--- src/rtl/decode_ctrl_pipe.sv ---
// MIPS ID-stage control decoder with a registered ID/EX control slot.
// Handles jump/branch squash slots, load-use interlock, downstream hold and a sticky illegal-opcode flag.
module decode_ctrl_pipe #(
  parameter int unsigned ALUCTR_W   = 5,
  parameter int unsigned KILL_SLOTS = 1,
  parameter int unsigned EN_LOADUSE = 1
) (
  input  logic                clk,
  input  logic                rst,
  input  logic                in_valid,
  input  logic [31:0]         instruction,
  input  logic                hold,
  input  logic                branch_taken,
  output logic                out_valid,
  output logic                regdst,
  output logic                branch,
  output logic                memtoreg,
  output logic                alusrc1,
  output logic                alusrc2,
  output logic                regwrite,
  output logic                extop,
  output logic [1:0]          jump,
  output logic [1:0]          memread,
  output logic [1:0]          memwrite,
  output logic [ALUCTR_W-1:0] aluctr,
  output logic [4:0]          dest,
  output logic                stall_req,
  output logic                illegal_op
);

  typedef enum logic [1:0] {RUN, KILL, STALL} state_t;

  typedef struct packed {
    logic       valid;
    logic       regdst;
    logic       branch;
    logic       memtoreg;
    logic       alusrc1;
    logic       alusrc2;
    logic       regwrite;
    logic       extop;
    logic [1:0] jump;
    logic [1:0] memread;
    logic [1:0] memwrite;
    logic [4:0] alu;
    logic [4:0] dest;
  } ctrl_t;

  localparam logic [1:0] KILL_LOAD = 2'(KILL_SLOTS);

  state_t     state_q, state_d;
  logic [1:0] cnt_q, cnt_d;
  ctrl_t      ctrl_q, ctrl_d, dec;
  logic       illegal_q, illegal_d;

  logic [5:0] op, func;
  logic [4:0] rs, rt, rd;
  logic       is_r, is_ialu, is_load, is_store, is_branch, is_jmp, supported;
  logic       uses_rt, hazard;

  assign op   = instruction[31:26];
  assign rs   = instruction[25:21];
  assign rt   = instruction[20:16];
  assign rd   = instruction[15:11];
  assign func = instruction[5:0];

  // Instruction class and decoded control word
  always_comb begin
    is_r      = (op == 6'h00);
    is_ialu   = op inside {6'h08, 6'h09, 6'h0A, 6'h0B, 6'h0C, 6'h0D, 6'h0E, 6'h0F};
    is_load   = op inside {6'h20, 6'h21, 6'h23};
    is_store  = op inside {6'h28, 6'h29, 6'h2B};
    is_branch = (op inside {6'h04, 6'h05, 6'h06, 6'h07}) ||
                ((op == 6'h01) && (rt inside {5'd0, 5'd1}));
    supported = is_r | is_ialu | is_load | is_store | is_branch |
                (op == 6'h02) | (op == 6'h03);
    uses_rt   = is_r | (op == 6'h04) | (op == 6'h05) | is_store;

    dec          = '0;
    dec.valid    = 1'b1;
    dec.regdst   = is_r;
    dec.branch   = is_branch;
    dec.memtoreg = is_load;
    dec.alusrc1  = is_r && ((func == 6'b000000) || (func[5:1] == 5'b00001));
    dec.alusrc2  = is_load | is_store | is_ialu;
    dec.regwrite = is_r | is_ialu | is_load | (op == 6'h03);
    dec.extop    = (op inside {6'h08, 6'h09, 6'h0A, 6'h0B}) | is_load | is_store | is_branch;
    if (op == 6'h02)                     dec.jump = 2'b01;
    else if (op == 6'h03)                dec.jump = 2'b11;
    else if (is_r && func == 6'b001000)  dec.jump = 2'b10;
    case (op)
      6'h20:   dec.memread  = 2'b01;
      6'h21:   dec.memread  = 2'b10;
      6'h23:   dec.memread  = 2'b11;
      6'h28:   dec.memwrite = 2'b01;
      6'h29:   dec.memwrite = 2'b10;
      6'h2B:   dec.memwrite = 2'b11;
      default: ;
    endcase
    case (op)
      6'h00:   dec.alu = {func[5], func[3:0]};
      6'h08:   dec.alu = 5'b10000;
      6'h09, 6'h20, 6'h21, 6'h23, 6'h28, 6'h29, 6'h2B:
               dec.alu = 5'b10001;
      6'h0A:   dec.alu = 5'b11010;
      6'h0B:   dec.alu = 5'b11011;
      6'h0C:   dec.alu = 5'b10100;
      6'h0D:   dec.alu = 5'b10101;
      6'h0E:   dec.alu = 5'b10110;
      6'h0F:   dec.alu = 5'b11000;
      6'h04:   dec.alu = 5'b10011;
      6'h03:   dec.alu = 5'b01000;
      default: dec.alu = 5'b00000;
    endcase
    dec.dest = is_r ? rd : ((op == 6'h03) ? 5'd31 : rt);
    // All-zero word is the canonical nop: a valid slot with no side effects
    if (instruction == 32'h0) begin
      dec       = '0;
      dec.valid = 1'b1;
    end
    is_jmp = (dec.jump != 2'b00);
  end

  // Load-use interlock against the load currently sitting in ID/EX
  assign hazard = ctrl_q.valid && ctrl_q.memtoreg && (ctrl_q.dest != 5'd0) && in_valid &&
                  ((rs == ctrl_q.dest) || (uses_rt && (rt == ctrl_q.dest)));
  assign stall_req = (EN_LOADUSE != 0) && !rst && (state_q == RUN) && !branch_taken && hazard;

  // Next-state and next control slot
  always_comb begin
    state_d   = state_q;
    cnt_d     = cnt_q;
    ctrl_d    = ctrl_q;
    illegal_d = illegal_q;
    if (!hold) begin
      ctrl_d = '0;
      if (branch_taken) begin
        state_d = (KILL_SLOTS > 0) ? KILL : RUN;
        cnt_d   = KILL_LOAD;
      end else if (state_q == KILL) begin
        cnt_d = cnt_q - 2'd1;
        if (cnt_q <= 2'd1) begin
          state_d = RUN;
          cnt_d   = 2'd0;
        end
      end else if (stall_req) begin
        state_d = STALL;
      end else begin
        state_d = RUN;
        if (in_valid) begin
          if (supported) begin
            ctrl_d = dec;
            if (is_jmp && (KILL_SLOTS > 0)) begin
              state_d = KILL;
              cnt_d   = KILL_LOAD;
            end
          end else begin
            illegal_d = 1'b1;
          end
        end
      end
    end
  end

  always_ff @(posedge clk) begin
    if (rst) begin
      state_q   <= RUN;
      cnt_q     <= 2'd0;
      ctrl_q    <= '0;
      illegal_q <= 1'b0;
    end else begin
      state_q   <= state_d;
      cnt_q     <= cnt_d;
      ctrl_q    <= ctrl_d;
      illegal_q <= illegal_d;
    end
  end

  assign out_valid  = ctrl_q.valid;
  assign regdst     = ctrl_q.regdst;
  assign branch     = ctrl_q.branch;
  assign memtoreg   = ctrl_q.memtoreg;
  assign alusrc1    = ctrl_q.alusrc1;
  assign alusrc2    = ctrl_q.alusrc2;
  assign regwrite   = ctrl_q.regwrite;
  assign extop      = ctrl_q.extop;
  assign jump       = ctrl_q.jump;
  assign memread    = ctrl_q.memread;
  assign memwrite   = ctrl_q.memwrite;
  assign aluctr     = ALUCTR_W'(ctrl_q.alu);
  assign dest       = ctrl_q.dest;
  assign illegal_op = illegal_q;

endmodule

--- config.mk ---
export PLATFORM = sky130hd
export DESIGN_NAME = decode_ctrl_pipe
export DESIGN_NICKNAME = d
export VERILOG_FILES = /design/src/rtl/decode_ctrl_pipe.sv
export SDC_FILE = /design/constraint.sdc
export NUM_CORES = 1
export LEC_CHECK = 0
export BUFFER_PORTS_ARGS = -buffer_cell sky130_fd_sc_hd__buf_2
export CORE_UTILIZATION = 40
export CTS_CLUSTER_DIAMETER = 100
export DETAILED_ROUTE_END_ITERATION = 8
export PLACE_DENSITY_LB_ADDON = 0.1
export SLEW_MARGIN = 10
export SYNTH_ARGS = -nofsm -noshare
export SYNTH_HDL_FRONTEND = slang
export SYNTH_SLANG_ARGS = --single-unit
--- constraint.sdc ---
create_clock -name clk -period 4.4 [get_ports clk]
set_input_delay 0.66 -clock clk [delete_from_list [all_inputs] [get_ports clk]]
set_output_delay 0.66 -clock clk [all_outputs]
set_load 0.02 [all_outputs]
# Word level (Yosys, flattened, before mapping)
# Cells that the tools add are included.
dict set report classes {
  add_sub_neg 1
  n_lt_le_gt_ge 1
  n_eq_ne 29
  muxes 28
  n_bitwise 20
  n_reduce_logical 36
}
# operator count
set op_table {}
lappend op_table {{two-way mux 24 bit} 5}
lappend op_table {{one-hot mux 5 bit (11 select lines)} 1}
lappend op_table {{== test 6 x 4 -> 1 bit (second input constant)} 9}
lappend op_table {{== test 6 bit (second input constant)} 6}
lappend op_table {{logical NOT 32 bit} 1}
lappend op_table {{two-way mux 2 bit} 14}
lappend op_table {{== test 6 x 3 -> 1 bit (second input constant)} 4}
lappend op_table {{two-way mux 23 bit} 1}
lappend op_table {{bitwise OR 1 bit} 15}
lappend op_table {{nonzero test 3 bit} 5}
lappend op_table {{== test 6 x 2 -> 1 bit (second input constant)} 2}
lappend op_table {{logical NOT 6 bit} 2}
lappend op_table {{one-hot mux 2 bit (3 select lines)} 2}
lappend op_table {{logical AND 1 bit} 11}
lappend op_table {{== test 5 x 1 -> 1 bit (second input constant)} 2}
lappend op_table {{== test 5 bit} 2}
lappend op_table {{two-way mux 5 bit} 2}
lappend op_table {{nonzero test 4 bit} 2}
lappend op_table {{nonzero test 8 bit} 1}
lappend op_table {{OR reduction 7 bit} 1}
lappend op_table {{== test 6 x 1 -> 1 bit (second input constant)} 1}
lappend op_table {{!= test 3 x 2 -> 1 bit (second input constant)} 2}
lappend op_table {{AND reduction 6 bit} 1}
lappend op_table {{logical NOT 5 bit} 1}
lappend op_table {{12 further kinds} 22}
dict set report totals {
  register_bits 29
  inputBits 37
  output_inout_bits 26
}

# Logic depth before layout (Yosys ltp)
# Gate-level depths: netlist (run 1).
dict set report logic_depth {
  ltp_word 13
  ltp_mapped 8
  depth_no_buf 6
}

# Worst setup path after synthesis (run 1)
# No wires, ideal clock.
dict set report synth_path {
  path_kind {input -> output}
  startpoint {input instruction[27]}
  endpoint {output stall_req}
  arrival_ns 1.770
  t_required_ns 3.740
  path_slack_ns 1.970
  cell_stages 4
  path_cell_list {or3_1 -> o32ai_1 -> nor4bb_1 -> o21a_1}
}
dict set report synth_via {
  elab_chain_cells 8
  elab_cells_between_ends 14
}
# item line_no
set synth_lines {}
lappend synth_lines {{start, declared} 11} ;# input logic [31:0] instruction,
lappend synth_lines {{== test 6 x 3 -> 1 bit / logical NOT 6 bit (equally long branches)} {77, 69}}
lappend synth_lines {{bitwise OR 1 bit (2 in series)} 77} ;# uses_rt = is_r | (op == 6'h04) | (op == 6'h05) | is_store;
lappend synth_lines {{bitwise OR 1 bit *} 77}
lappend synth_lines {{logical AND 1 bit *} 126} ;# ((rs == ctrl_q.dest) || (uses_rt && (rt == ctrl_q.dest)));
lappend synth_lines {{logical OR 1 bit *} 126}
lappend synth_lines {{logical AND 1 bit *} 125} ;# assign hazard = ctrl_q.valid && ctrl_q.memtoreg && (ctrl_q.dest != 5'd0) && in_valid &&
lappend synth_lines {{logical AND 1 bit *} 127} ;# assign stall_req = (EN_LOADUSE != 0) && !rst && (state_q == RUN) && !branch_taken && hazard;
lappend synth_lines {{end, declared} 27} ;# output logic stall_req,
# Mark *: on every way between the ends. The rest lies on a longest branch, timed or not.

# Worst setup path after layout (run 1)
dict set report layout_path {
  startpoint {input instruction[29]}
  endpoint {output stall_req}
}
# Same word-level chain as after synthesis.

==> impl_metrics.prom, run 1 <==
# TYPE chip_impl_metric gauge
chip_impl_metric{name="critical_path_required",unit="ns"} 3.74
chip_impl_metric{name="drtAntennaViolNets",unit=""} 0
chip_impl_info{name="synth_flop_cell",value="sky130_fd_sc_hd__dfxtp_1"} 1
chip_impl_metric{name="grt_max_degree",unit=""} 21
chip_impl_metric{name="drc_errors",unit=""} 0
chip_impl_metric{name="start_util",unit="%"} 42.2
chip_impl_info{name="rr_startpoint",value="dest[2]"} 1
chip_impl_metric{name="cts-hold-fix-buffers",unit=""} 0
chip_impl_metric{name="place.gp.congestion",unit=""} 0.844
chip_impl_metric{name="antenna-diode-count",unit=""} 0
chip_impl_metric{name="cts_resized",unit=""} 0
chip_impl_info{name="run_status",value="finished, final reports clean"} 1
chip_impl_metric{name="clock_slew_at_reported_path_ffs",unit="ns"} 0.06
chip_impl_metric{name="max_cap_viol_count",unit=""} 0
chip_impl_metric{name="clk-insertion-delay-late",unit="ns"} 0.28
chip_impl_metric{name="power.share.switching",unit="%"} 26.4
chip_impl_metric{name="synth_seq_area_share",unit="%"} 33.9
chip_impl_metric{name="fill_cells",unit=""} 394
chip_impl_metric{name="num_rows",unit=""} 23
chip_impl_metric{name="syn_area",unit="sq mm"} 0.00171
chip_impl_info{name="startpoint_type",value="input port"} 1
chip_impl_info{name="hold_path.class",value="reg -> reg"} 1
chip_impl_metric{name="final-setup-viol-count",unit=""} 0
chip_impl_metric{name="critPathMaxFanout",unit=""} 20
chip_impl_metric{name="synth_nets",unit=""} 238
chip_impl_metric{name="synthDistinctLibCells",unit=""} 45
chip_impl_metric{name="dp_slack",unit="ns"} 1.49
chip_impl_info{name="min_to",value="cnt_q[1]"} 1
chip_impl_metric{name="synth-edff-count",unit=""} 0
chip_impl_info{name="worstSetupPathType",value="in -> out"} 1
chip_impl_metric{name="async_flop_share",unit="%"} 0
chip_impl_metric{name="p_leak",unit="nW"} 0.905
chip_impl_metric{name="worst_clock_skew",unit="ns"} 0.00697
chip_impl_metric{name="synth.ff_latch_count",unit=""} 29
chip_impl_metric{name="met1Wirelength",unit="um"} 2100
chip_impl_metric{name="gr_ovfl_total",unit=""} 0
chip_impl_metric{name="cts_post_setup_buffers_inserted",unit=""} 0
chip_impl_metric{name="routed_wirelength",unit="um"} 4610
chip_impl_metric{name="number_of_h_tree_levels",unit=""} 2
chip_impl_metric{name="power.combinational.fraction",unit="%"} 15.0
chip_impl_metric{name="drt-vias-per-instance",unit=""} 5.71
chip_impl_metric{name="worst-r2r-cell-count",unit=""} 6
chip_impl_metric{name="global_route.usage.total",unit="%"} 21.6
chip_impl_metric{name="dr_wl_met3",unit="um"} 237
chip_impl_info{name="rr_endpoint",value="memwrite[1]"} 1
chip_impl_metric{name="totalNegativeSetupSlack",unit="ns"} 0
chip_impl_metric{name="flop_pwr_share",unit="%"} 44.5
chip_impl_metric{name="detailroute.via_count",unit=""} 1765
chip_impl_metric{name="initialDrtViolationCount",unit=""} 107
chip_impl_metric{name="wire_length_of_the_first_global_routing_pass",unit="um"} 7420
chip_impl_metric{name="avgSynthCellArea",unit="sq um"} 8.53
chip_impl_metric{name="timing.max_slew.rel_slack",unit="%"} 51.4
chip_impl_metric{name="tritoncts_num_sinks",unit=""} 29
chip_impl_metric{name="clkPwrFrac",unit="%"} 40.5
chip_impl_metric{name="floorplan.die_area",unit="sq mm"} 0.00455
chip_impl_metric{name="wire_per_inst",unit="um"} 14.9
chip_impl_info{name="post-synth-top-count-cell",value="sky130_fd_sc_hd__dfxtp_1"} 1
chip_impl_metric{name="power.ir.vdd_worst",unit="mV"} 0.138
chip_impl_metric{name="r2r_slack",unit="ns"} 2.11
chip_impl_metric{name="hpwl",unit="um"} 3470
chip_impl_metric{name="final.period_utilization",unit="%"} 66.5
chip_impl_metric{name="wire_length_on_met2",unit="um"} 2210
chip_impl_metric{name="post_layout_min_period",unit="ns"} 2.92
chip_impl_metric{name="internal-power",unit="uW"} 444
chip_impl_metric{name="final_critical_path_setup_slack",unit="ns"} 1.48
chip_impl_info{name="top_layer",value="met4"} 1
chip_impl_metric{name="finalHoldWorstSlack",unit="ns"} 0.469
chip_impl_metric{name="hold_violations",unit=""} 0
chip_impl_metric{name="synth_warnings",unit=""} 0
chip_impl_info{name="cts.root.buffer_cell",value="sky130_fd_sc_hd__clkbuf_8"} 1
chip_impl_metric{name="die_width",unit="um"} 67.5
chip_impl_info{name="synth_commonest_cells",value="29 x sky130_fd_sc_hd__dfxtp_1, 20 x sky130_fd_sc_hd__nor2_1, 16 x sky130_fd_sc_hd__a22o_1"} 1
chip_impl_info{name="synth.top_cells.by_area",value="sky130_fd_sc_hd__dfxtp_1 34%, sky130_fd_sc_hd__a22o_1 8.2%, sky130_fd_sc_hd__xnor2_1 5.1%, sky130_fd_sc_hd__nor2_1 4.4%, sky130_fd_sc_hd__a32o_1 3.5%"} 1
chip_impl_info{name="synth_area_leader_cell",value="sky130_fd_sc_hd__dfxtp_1"} 1
chip_impl_info{name="unrepaired_setup_endpoints_after_global_routing",value="false"} 1
chip_impl_metric{name="first_pass_iters",unit=""} 4
chip_impl_metric{name="cp.arrival",unit="ns"} 2.26
chip_impl_metric{name="number_of_cells_produced_by_synthesis",unit=""} 201
chip_impl_info{name="worst_hold_startpoint",value="cnt_q[1]"} 1
chip_impl_metric{name="synthDominantCellAreaShare",unit="%"} 33.9
chip_impl_metric{name="clk_path_buf_depth",unit=""} 2
chip_impl_info{name="tritoncts_clock_tree",value="built"} 1
chip_impl_metric{name="cts_inserted_buffers",unit=""} 5
chip_impl_metric{name="hold_depth",unit=""} 2
chip_impl_metric{name="die_h",unit="um"} 67.5
chip_impl_metric{name="share_of_post_route_cells_with_drive_strength_above_1",unit="%"} 29.0
chip_impl_metric{name="drv_slew",unit=""} 0
chip_impl_metric{name="switching_power",unit="uW"} 159
chip_impl_info{name="endpoint_class_of_the_critical_path",value="primary output"} 1
chip_impl_metric{name="layout.nets",unit=""} 295
chip_impl_metric{name="core_region_area",unit="sq mm"} 0.00406
chip_impl_metric{name="power_density",unit="mW/mm^2"} 284
chip_impl_metric{name="number_of_antenna_violations_at_the_first_check_in_global_routing",unit=""} 0
chip_impl_metric{name="worst-slew-pin-transition",unit="ns"} 0.726
chip_impl_metric{name="pin_count",unit=""} 63
chip_impl_metric{name="portBuffers",unit=""} 62
chip_impl_metric{name="grt_pass1_vias",unit=""} 1584
chip_impl_metric{name="fmax",unit="GHz"} 0.342
chip_impl_metric{name="area_growth_syn_to_layout",unit="%"} 23.9
## power by group through the flow
stage,sequential [mW],clock [mW],combinational [mW]
after floorplan,0.276,0,0.0559
after global routing,0.269,0.261,0.100
after CTS,0.268,0.249,0.0899
final,0.268,0.245,0.0902
after detailed placement,0.274,0,0.0898
after global placement,0.274,0,0.0893
## metal layers
layer / GRT usage (%) / up-vias
li1: - / 878
met1: 28.3 / 830
met2: 35.3 / 50
met3: 3.89 / 7
met4: 7.45 / 0
met5: 0 / -
## metrics by stage
| step | instances | instance area (sq um) | util, % | power [mW] |
|---|---|---|---|---|
| 4_1_cts | 309 | 2120 | 52.4 | 0.607 |
| 6_report | 309 | 2120 | 52.4 | 0.603 |
| 3_3_place_gp | 301 | 2020 | 49.9 | 0.364 |
| 2_1_floorplan | 201 | 1710 | - | 0.331 |
| 5_1_grt | 309 | 2120 | 52.4 | 0.630 |
| 3_5_place_dp | 301 | 2020 | 49.9 | 0.364 |
## cell families (layout without fill, tap and decap cells)
logic type,Yosys count,after routing,synth area share (%)
xor gates and xnor gates,11,11,5.62
muxes,2,2,1.17
and+or+nand+nor,79,79,25.9
adders and majority gates,1,1,0.584
DFF,29,29,33.9
AOI/OAI and AO/OA,60,60,27.4
buffers and inverters,19,77,5.47
## area by class of cell
type / count / area (sq um) / share of cell area [%]
flip-flops and latches: 29 / 581 / 27.3
clock inverters: 1 / 5.00 / 0.236
repair buffers: 63 / 318 / 15.0
clock buffers: 7 / 96.3 / 4.53
well taps: 50 / 62.6 / 2.94
inverters: 6 / 22.5 / 1.06
multi-input cells: 153 / 1040 / 48.9
## layout by cell type (no fill, tap or decap), types with 2 or more instances in the layout
cell type                  count
sky130_fd_sc_hd__a211o_1       2
sky130_fd_sc_hd__a211oi_1      3
sky130_fd_sc_hd__a21o_1        2
sky130_fd_sc_hd__a21oi_1       6
sky130_fd_sc_hd__a22o_1       16
sky130_fd_sc_hd__a22oi_1       2
sky130_fd_sc_hd__a31oi_1       4
sky130_fd_sc_hd__a32o_1        6
sky130_fd_sc_hd__and2_1        2
sky130_fd_sc_hd__and3_1        2
sky130_fd_sc_hd__buf_2        62
sky130_fd_sc_hd__clkbuf_8      7
sky130_fd_sc_hd__dfxtp_1      29
sky130_fd_sc_hd__inv_1         6
sky130_fd_sc_hd__mux2i_1       2
sky130_fd_sc_hd__nand2_1      13
sky130_fd_sc_hd__nand3_1       4
sky130_fd_sc_hd__nand4_1       3
sky130_fd_sc_hd__nor2_1       20
sky130_fd_sc_hd__nor2b_1       4
sky130_fd_sc_hd__nor3_1       11
sky130_fd_sc_hd__nor4_1        5
sky130_fd_sc_hd__nor4b_1       2
sky130_fd_sc_hd__nor4bb_1      2
sky130_fd_sc_hd__o21a_1        2
sky130_fd_sc_hd__o21ai_0       4
sky130_fd_sc_hd__o22a_1        5
sky130_fd_sc_hd__o22ai_1       2
sky130_fd_sc_hd__o31a_1        2
sky130_fd_sc_hd__or3_1         2
sky130_fd_sc_hd__or4_1         2
sky130_fd_sc_hd__xnor2_1      10
## state kept, by name, summed over array words and instances, names as in the netlist
register / cells
alusrc1: 1
extop: 1
state_q: 2
illegal_op: 1
out_valid: 1
regwrite: 1
branch: 1
dest: 5
alusrc2: 1
memwrite: 2
regdst: 1
memtoreg: 1
aluctr: 5
cnt_q: 2
jump: 2
memread: 2
## critical path, cell delays in order
cell and delay, ns:
sky130_fd_sc_hd__buf_2 0.29, sky130_fd_sc_hd__nand2_1 0.15, sky130_fd_sc_hd__o32ai_1 0.35, sky130_fd_sc_hd__nor4bb_1 0.25, sky130_fd_sc_hd__o21a_1 0.34, sky130_fd_sc_hd__buf_2 0.23
## how the worst max path moves through the flow
stage,startpoint,depth (start not counted),to,slack [ns]
floorplan,instruction[27],4,stall_req,1.97
global placement,instruction[29],6,stall_req,1.55
detailed placement,instruction[29],6,stall_req,1.49
CTS,instruction[29],6,stall_req,1.49
global route,instruction[29],6,stall_req,1.29
finish,instruction[29],6,stall_req,1.48
No activity file was read; power rests on OpenSTA's default activity.
==> run 2: changes to the inputs <==
==> constraint.sdc (replaced) <==
create_clock -name clk -period 2.7 [get_ports clk]
set_input_delay 0.405 -clock clk [delete_from_list [all_inputs] [get_ports clk]]
set_output_delay 0.405 -clock clk [all_outputs]
set_load 0.02 [all_outputs]
==> run 2 against run 1 <==
  * Combinational power rose by 64%
  * First-iteration DRC count down 26%
  * Sequential power is 63% higher
  * Critical path type unchanged
  * Highest routed layer unchanged
==> impl_metrics.prom, run 2 (synthesis results as in run 1) <==
# TYPE chip_impl_metric gauge
chip_impl_metric{name="final.period_utilization",unit="%"} 89.5
chip_impl_metric{name="final_critical_path_setup_slack",unit="ns"} 0.282
chip_impl_metric{name="met1Wirelength",unit="um"} 2000
chip_impl_metric{name="cts_resized",unit=""} 0
chip_impl_metric{name="detailroute.via_count",unit=""} 1790
chip_impl_metric{name="num_rows",unit=""} 23
chip_impl_metric{name="fmax",unit="GHz"} 0.414
chip_impl_metric{name="worst-slew-pin-transition",unit="ns"} 0.597
chip_impl_metric{name="grt_pass1_vias",unit=""} 1591
chip_impl_metric{name="wire_length_of_the_first_global_routing_pass",unit="um"} 7250
chip_impl_metric{name="power.ir.vdd_worst",unit="mV"} 0.202
chip_impl_info{name="hold_path.class",value="in -> reg"} 1
chip_impl_metric{name="critical-path-max-stage-delay",unit="ns"} 0.34
chip_impl_metric{name="wire_length_on_met2",unit="um"} 2140
chip_impl_metric{name="wire_per_inst",unit="um"} 14.3
chip_impl_info{name="top_layer",value="met4"} 1
chip_impl_info{name="worst_path_most_repeated_cell",value="sky130_fd_sc_hd__buf_2"} 1
chip_impl_metric{name="final-setup-viol-count",unit=""} 0
chip_impl_metric{name="core_region_area",unit="sq mm"} 0.00406
chip_impl_metric{name="cp.arrival",unit="ns"} 2.01
chip_impl_metric{name="antenna-diode-count",unit=""} 0
chip_impl_metric{name="drv_slew",unit=""} 0
chip_impl_metric{name="power.share.switching",unit="%"} 25.6
chip_impl_metric{name="max_cap_viol_count",unit=""} 0
chip_impl_metric{name="portBuffers",unit=""} 62
chip_impl_metric{name="clk-insertion-delay-late",unit="ns"} 0.28
chip_impl_metric{name="number_of_antenna_violations_at_the_first_check_in_global_routing",unit=""} 0
chip_impl_info{name="endpoint_class_of_the_critical_path",value="primary output"} 1
chip_impl_metric{name="cts_inserted_buffers",unit=""} 5
chip_impl_metric{name="place.gp.congestion",unit=""} 0.790
chip_impl_info{name="startpoint_type",value="input port"} 1
chip_impl_metric{name="share_of_post_route_cells_with_drive_strength_above_1",unit="%"} 30.0
chip_impl_metric{name="worst_clock_skew",unit="ns"} 0.00554
chip_impl_metric{name="layout.nets",unit=""} 299
chip_impl_metric{name="drc_errors",unit=""} 0
chip_impl_metric{name="critical_path_required",unit="ns"} 2.30
chip_impl_info{name="unrepaired_setup_endpoints_after_global_routing",value="false"} 1
chip_impl_metric{name="power_density",unit="mW/mm^2"} 453
chip_impl_metric{name="grt_max_degree",unit=""} 21
chip_impl_metric{name="dr_wl_met3",unit="um"} 237
chip_impl_metric{name="clock_slew_at_reported_path_ffs",unit="ns"} 0.06
chip_impl_metric{name="timing.max_slew.rel_slack",unit="%"} 59.9
chip_impl_metric{name="gr_ovfl_total",unit=""} 0
chip_impl_metric{name="switching_power",unit="uW"} 250
chip_impl_metric{name="clkPwrFrac",unit="%"} 40.0
chip_impl_metric{name="post_layout_min_period",unit="ns"} 2.42
chip_impl_metric{name="drt-vias-per-instance",unit=""} 5.72
chip_impl_metric{name="p_leak",unit="nW"} 0.926
chip_impl_info{name="run_status",value="finished, final reports clean"} 1
chip_impl_metric{name="area_growth_syn_to_layout",unit="%"} 25.7
chip_impl_info{name="tritoncts_clock_tree",value="built"} 1
chip_impl_info{name="final_common_cell",value="sky130_fd_sc_hd__buf_2"} 1
chip_impl_metric{name="die_h",unit="um"} 67.5
chip_impl_metric{name="flop_pwr_share",unit="%"} 44.8
chip_impl_metric{name="cts_post_setup_buffers_inserted",unit=""} 0
chip_impl_metric{name="floorplan.die_area",unit="sq mm"} 0.00455
chip_impl_metric{name="hold_violations",unit=""} 0
chip_impl_metric{name="hpwl",unit="um"} 3520
chip_impl_metric{name="internal-power",unit="uW"} 726
chip_impl_metric{name="clk_path_buf_depth",unit=""} 2
chip_impl_info{name="worstSetupPathType",value="in -> out"} 1
chip_impl_metric{name="drtAntennaViolNets",unit=""} 0
chip_impl_info{name="crit_family",value="compound AO/OA/AOI/OAI gates"} 1
chip_impl_metric{name="tritoncts_num_sinks",unit=""} 29
chip_impl_info{name="crit_chain",value="buf_2, nand2_1, o32ai_1, nor4bb_1, o21a_1, buf_2"} 1
chip_impl_metric{name="number_of_h_tree_levels",unit=""} 2
chip_impl_metric{name="initialDrtViolationCount",unit=""} 79
chip_impl_info{name="most-common-layout-cells",value="62 x sky130_fd_sc_hd__buf_2, 29 x sky130_fd_sc_hd__dfxtp_1, 20 x sky130_fd_sc_hd__nor2_1"} 1
chip_impl_metric{name="die_width",unit="um"} 67.5
chip_impl_metric{name="first_pass_iters",unit=""} 5
chip_impl_metric{name="start_util",unit="%"} 42.2
chip_impl_metric{name="pin_count",unit=""} 63
chip_impl_metric{name="critPathMaxFanout",unit=""} 20
chip_impl_metric{name="routed_wirelength",unit="um"} 4480
chip_impl_metric{name="power.combinational.fraction",unit="%"} 15.2
chip_impl_metric{name="critical_path.n_buffers_inverters",unit=""} 2
chip_impl_metric{name="global_route.usage.total",unit="%"} 21.1
chip_impl_metric{name="totalNegativeSetupSlack",unit="ns"} 0
chip_impl_info{name="cp_slowest_cell",value="sky130_fd_sc_hd__o21a_1"} 1
chip_impl_metric{name="cts-hold-fix-buffers",unit=""} 0
chip_impl_info{name="cts.root.buffer_cell",value="sky130_fd_sc_hd__clkbuf_8"} 1
chip_impl_metric{name="dp_slack",unit="ns"} 0.191
[run 2: cell count changes in the layout (fill, tap and decap cells not counted), sizes merged]
cell	previous run	this run
buf	63	67
[run 2: power by group through the flow]
| stage | Clock [mW] | Sequential, mW | Combinational, mW |
|---|---|---|---|
| after detailed placement | 0 | 0.447 | 0.148 |
| final | 0.390 | 0.438 | 0.148 |
| after floorplan | 0 | 0.449 | 0.0910 |
| after global placement | 0 | 0.447 | 0.148 |
| after global routing | 0.422 | 0.438 | 0.163 |
| after CTS | 0.401 | 0.437 | 0.148 |
[run 2: area by class of cell]
cell class	count	area [sq um]
well taps	50	62.6
repair buffers	67	348
inverters	6	22.5
fillers	417	1900
clock inverters	1	5.00
multi-input cells	153	1040
clock buffers	7	96.3
flip-flops and latches	29	581
[run 2: worst paths after layout]
check | from | end | slack [ns] | cells after the start
worst max register to register | dest[2] | aluctr[2] | 0.44 | 6
worst min-delay path | rst | out_valid | 0.44 | 2
worst max-delay path | instruction[29] | stall_req | 0.28 | 6
worst min register to register | memwrite[1] | memwrite[1] | 0.46 | 1
[run 2: routing by layer]
| metal | GRT usage, % | vias up |
|---|---|---|
| li1 | - | 896 |
| met1 | 26.6 | 829 |
| met2 | 33.3 | 55 |
| met3 | 6.08 | 10 |
| met4 | 9.04 | 0 |
| met5 | 0 | - |
[run 2: worst reg2reg max path: stages (launching register included)]
cell and delay [ns]:
sky130_fd_sc_hd__dfxtp_1 0.36, sky130_fd_sc_hd__or4_1 0.54, sky130_fd_sc_hd__nor2_1 0.14, sky130_fd_sc_hd__nor2_1 0.07
sky130_fd_sc_hd__o21a_1 0.20, sky130_fd_sc_hd__nor4_4 0.62, sky130_fd_sc_hd__a32o_1 0.27
[run 2: metrics by stage]
| stage | utilization, % | cells | total power [mW] | area, sq um | hold slack, ns |
|---|---|---|---|---|---|
| CTS | 53.1 | 313 | 0.987 | 2150 | 0.432 |
| global route | 53.1 | 313 | 1.02 | 2150 | 0.450 |
| global placement | 50.6 | 305 | 0.595 | 2050 | 0.447 |
| finish | 53.1 | 313 | 0.976 | 2150 | 0.441 |
| detailed placement | 50.6 | 305 | 0.594 | 2050 | 0.456 |
| floorplan | - | 201 | 0.540 | 1710 | 0.436 |
==> run 3: changes to the inputs <==
--- a/config.mk
+++ b/config.mk
@@ -6,7 +6,7 @@
 export NUM_CORES = 1
 export LEC_CHECK = 0
 export BUFFER_PORTS_ARGS = -buffer_cell sky130_fd_sc_hd__buf_2
-export CORE_UTILIZATION = 40
+export CORE_UTILIZATION = 49
 export CTS_CLUSTER_DIAMETER = 100
 export DETAILED_ROUTE_END_ITERATION = 8
 export PLACE_DENSITY_LB_ADDON = 0.1
==> run 3 against run 2 <==
  * Sequential share of layout area grew 0.66 points
  * Highest routed layer unchanged
  * Utilization up 9.9 points
  * Setup slack worse by 0.018 ns
  * Hold slack lost 0.076 ns
  * Fmax shrank 0.74%
  * Critical path depth stayed put
  * Combinational power hardly changed
==> impl_metrics.prom, run 3 (synthesis results as in run 1) <==
# TYPE chip_impl_metric gauge
chip_impl_info{name="cts.root.buffer_cell",value="sky130_fd_sc_hd__clkbuf_4"} 1
chip_impl_metric{name="global_route.usage.total",unit="%"} 25.0
chip_impl_info{name="worst_path_most_repeated_cell",value="sky130_fd_sc_hd__buf_2"} 1
chip_impl_info{name="unrepaired_setup_endpoints_after_global_routing",value="false"} 1
chip_impl_metric{name="timing.max_slew.rel_slack",unit="%"} 70.4
chip_impl_metric{name="cts-hold-fix-buffers",unit=""} 0
chip_impl_metric{name="first_pass_iters",unit=""} 4
chip_impl_metric{name="area_growth_syn_to_layout",unit="%"} 22.7
chip_impl_info{name="crit_family",value="compound AO/OA/AOI/OAI gates"} 1
chip_impl_metric{name="worst-slew-pin-transition",unit="ns"} 0.443
chip_impl_metric{name="hold_depth",unit=""} 2
chip_impl_metric{name="worst-r2r-cell-count",unit=""} 6
chip_impl_metric{name="totalNegativeSetupSlack",unit="ns"} 0
chip_impl_metric{name="post_dp_cell_area",unit="sq mm"} 0.00205
chip_impl_metric{name="clk-insertion-delay-late",unit="ns"} 0.34
chip_impl_metric{name="place.gp.congestion",unit=""} 0.832
chip_impl_metric{name="die_width",unit="um"} 61.1
chip_impl_metric{name="power_density",unit="mW/mm^2"} 405
chip_impl_metric{name="cts_post_setup_buffers_inserted",unit=""} 0
chip_impl_metric{name="wire_length_of_the_first_global_routing_pass",unit="um"} 6820
chip_impl_metric{name="share_of_post_route_cells_with_drive_strength_above_1",unit="%"} 30.0
chip_impl_metric{name="grt_pass1_vias",unit=""} 1526
chip_impl_metric{name="fill_cells",unit=""} 318
chip_impl_metric{name="routed_wirelength",unit="um"} 4390
chip_impl_metric{name="cts_inserted_buffers",unit=""} 5
chip_impl_info{name="most-common-layout-cells",value="62 x sky130_fd_sc_hd__buf_2, 29 x sky130_fd_sc_hd__dfxtp_1, 20 x sky130_fd_sc_hd__nor2_1"} 1
chip_impl_metric{name="gr_ovfl_total",unit=""} 0
chip_impl_metric{name="num_rows",unit=""} 21
chip_impl_metric{name="final_area",unit="sq mm"} 0.00210
chip_impl_info{name="crit_start",value="instruction[29]"} 1
chip_impl_metric{name="initialDrtViolationCount",unit=""} 135
chip_impl_info{name="worst_hold_startpoint",value="rst"} 1
chip_impl_metric{name="drc_errors",unit=""} 0
chip_impl_metric{name="critical-path-max-stage-delay",unit="ns"} 0.35
chip_impl_metric{name="power.ir.vdd_worst",unit="mV"} 0.237
chip_impl_metric{name="drt-vias-per-instance",unit=""} 5.62
chip_impl_metric{name="final-setup-viol-count",unit=""} 0
chip_impl_info{name="crit_chain",value="buf_2, nand2_1, o32ai_1, nor4bb_1, o21a_1, buf_2"} 1
chip_impl_metric{name="cts_resized",unit=""} 0
chip_impl_metric{name="r2r_slack",unit="ns"} 0.66
chip_impl_metric{name="clock_slew_at_reported_path_ffs",unit="ns"} 0.11
chip_impl_metric{name="fmax",unit="GHz"} 0.411
chip_impl_metric{name="hpwl",unit="um"} 3380
chip_impl_metric{name="number_of_antenna_violations_at_the_first_check_in_global_routing",unit=""} 0
chip_impl_metric{name="antenna-diode-count",unit=""} 0
chip_impl_metric{name="pin_count",unit=""} 63
chip_impl_metric{name="die_h",unit="um"} 61.1
chip_impl_metric{name="hold_violations",unit=""} 0
chip_impl_info{name="run_status",value="finished, final reports clean"} 1
chip_impl_info{name="min_to",value="state_q[0]"} 1
chip_impl_metric{name="core_region_area",unit="sq mm"} 0.00334
chip_impl_info{name="cp_slowest_cell",value="sky130_fd_sc_hd__o32ai_1"} 1
chip_impl_info{name="endpoint_class_of_the_critical_path",value="primary output"} 1
chip_impl_metric{name="critPathMaxFanout",unit=""} 20
chip_impl_metric{name="finalHoldWorstSlack",unit="ns"} 0.365
chip_impl_metric{name="drv_slew",unit=""} 0
chip_impl_metric{name="drtAntennaViolNets",unit=""} 0
chip_impl_info{name="final_common_cell",value="sky130_fd_sc_hd__buf_2"} 1
chip_impl_info{name="rr_startpoint",value="dest[2]"} 1
chip_impl_info{name="worstSetupPathType",value="in -> out"} 1
chip_impl_metric{name="number_of_h_tree_levels",unit=""} 2
chip_impl_metric{name="floorplan.die_area",unit="sq mm"} 0.00374
chip_impl_metric{name="start_util",unit="%"} 51.4
chip_impl_metric{name="tritoncts_num_sinks",unit=""} 29
chip_impl_metric{name="p_leak",unit="nW"} 0.903
chip_impl_info{name="hold_path.class",value="in -> reg"} 1
chip_impl_metric{name="finish.utilization",unit="%"} 63.0
chip_impl_metric{name="detailroute.via_count",unit=""} 1737
chip_impl_metric{name="critical_path_required",unit="ns"} 2.30
chip_impl_metric{name="portBuffers",unit=""} 62
chip_impl_metric{name="grt_max_degree",unit=""} 21
chip_impl_info{name="rr_endpoint",value="dest[1]"} 1
chip_impl_metric{name="critical_path.n_buffers_inverters",unit=""} 2
chip_impl_metric{name="cp.arrival",unit="ns"} 2.03
chip_impl_metric{name="final.period_utilization",unit="%"} 90.2
chip_impl_metric{name="worst_clock_skew",unit="ns"} 0.0128
chip_impl_metric{name="wire_per_inst",unit="um"} 14.2
chip_impl_metric{name="clk_path_buf_depth",unit=""} 2
chip_impl_info{name="startpoint_type",value="input port"} 1
chip_impl_metric{name="layout.nets",unit=""} 299
chip_impl_metric{name="max_cap_viol_count",unit=""} 0
chip_impl_metric{name="post_layout_min_period",unit="ns"} 2.44
chip_impl_metric{name="totalPowerFinal",unit="uW"} 853
chip_impl_info{name="tritoncts_clock_tree",value="built"} 1
[run 3: changes by cell type in the layout (fill, tap and decap cells not counted), sizes merged]
cell,change
clkinv,+1
clkinvlp,+1
clkbuf,-2
[run 3: final cells by class]
type                    count  area, sq um  area share, %
multi-input cells         153         1040           49.4
flip-flops and latches     29          581           27.6
repair buffers             67          348           16.5
well taps                  46         57.6           2.74
clock buffers               5         37.5           1.78
inverters                   6         22.5           1.07
clock inverters             3         17.5          0.833
[run 3: power by group]
group,internal (mW),total [mW],leakage [nW],switching (mW)
Combinational,0.0631,0.148,0.637,0.0853
Sequential,0.432,0.437,0.234,0.00488
Clock,0.0979,0.267,0.0310,0.169
Total,0.593,0.853,0.903,0.259
[run 3: how the worst max path moves through the flow]
stage	slack, ns	to	cells past startpoint
after detailed placement	0.30	memwrite[1]	8
after CTS	0.30	stall_req	6
after floorplan	0.59	aluctr[2]	7
after global routing	0.18	stall_req	6
final	0.26	stall_req	6
after global placement	0.37	stall_req	6
[run 3: routing by layer]
metal  track usage [%]  vias up  wire [um]
met2              41.5       51       2060
met5                 0        -          0
met3              5.25        9        209
met1              31.7      782       2040
met4              10.1        0         80
li1                  -      895          -
[run 3: stage by stage]
step | cells | setup slack (ns)
after floorplan | 201 | 0.593
after global placement | 301 | 0.366
after detailed placement | 301 | 0.299
after CTS | 309 | 0.304
after global routing | 309 | 0.178
final | 309 | 0.264
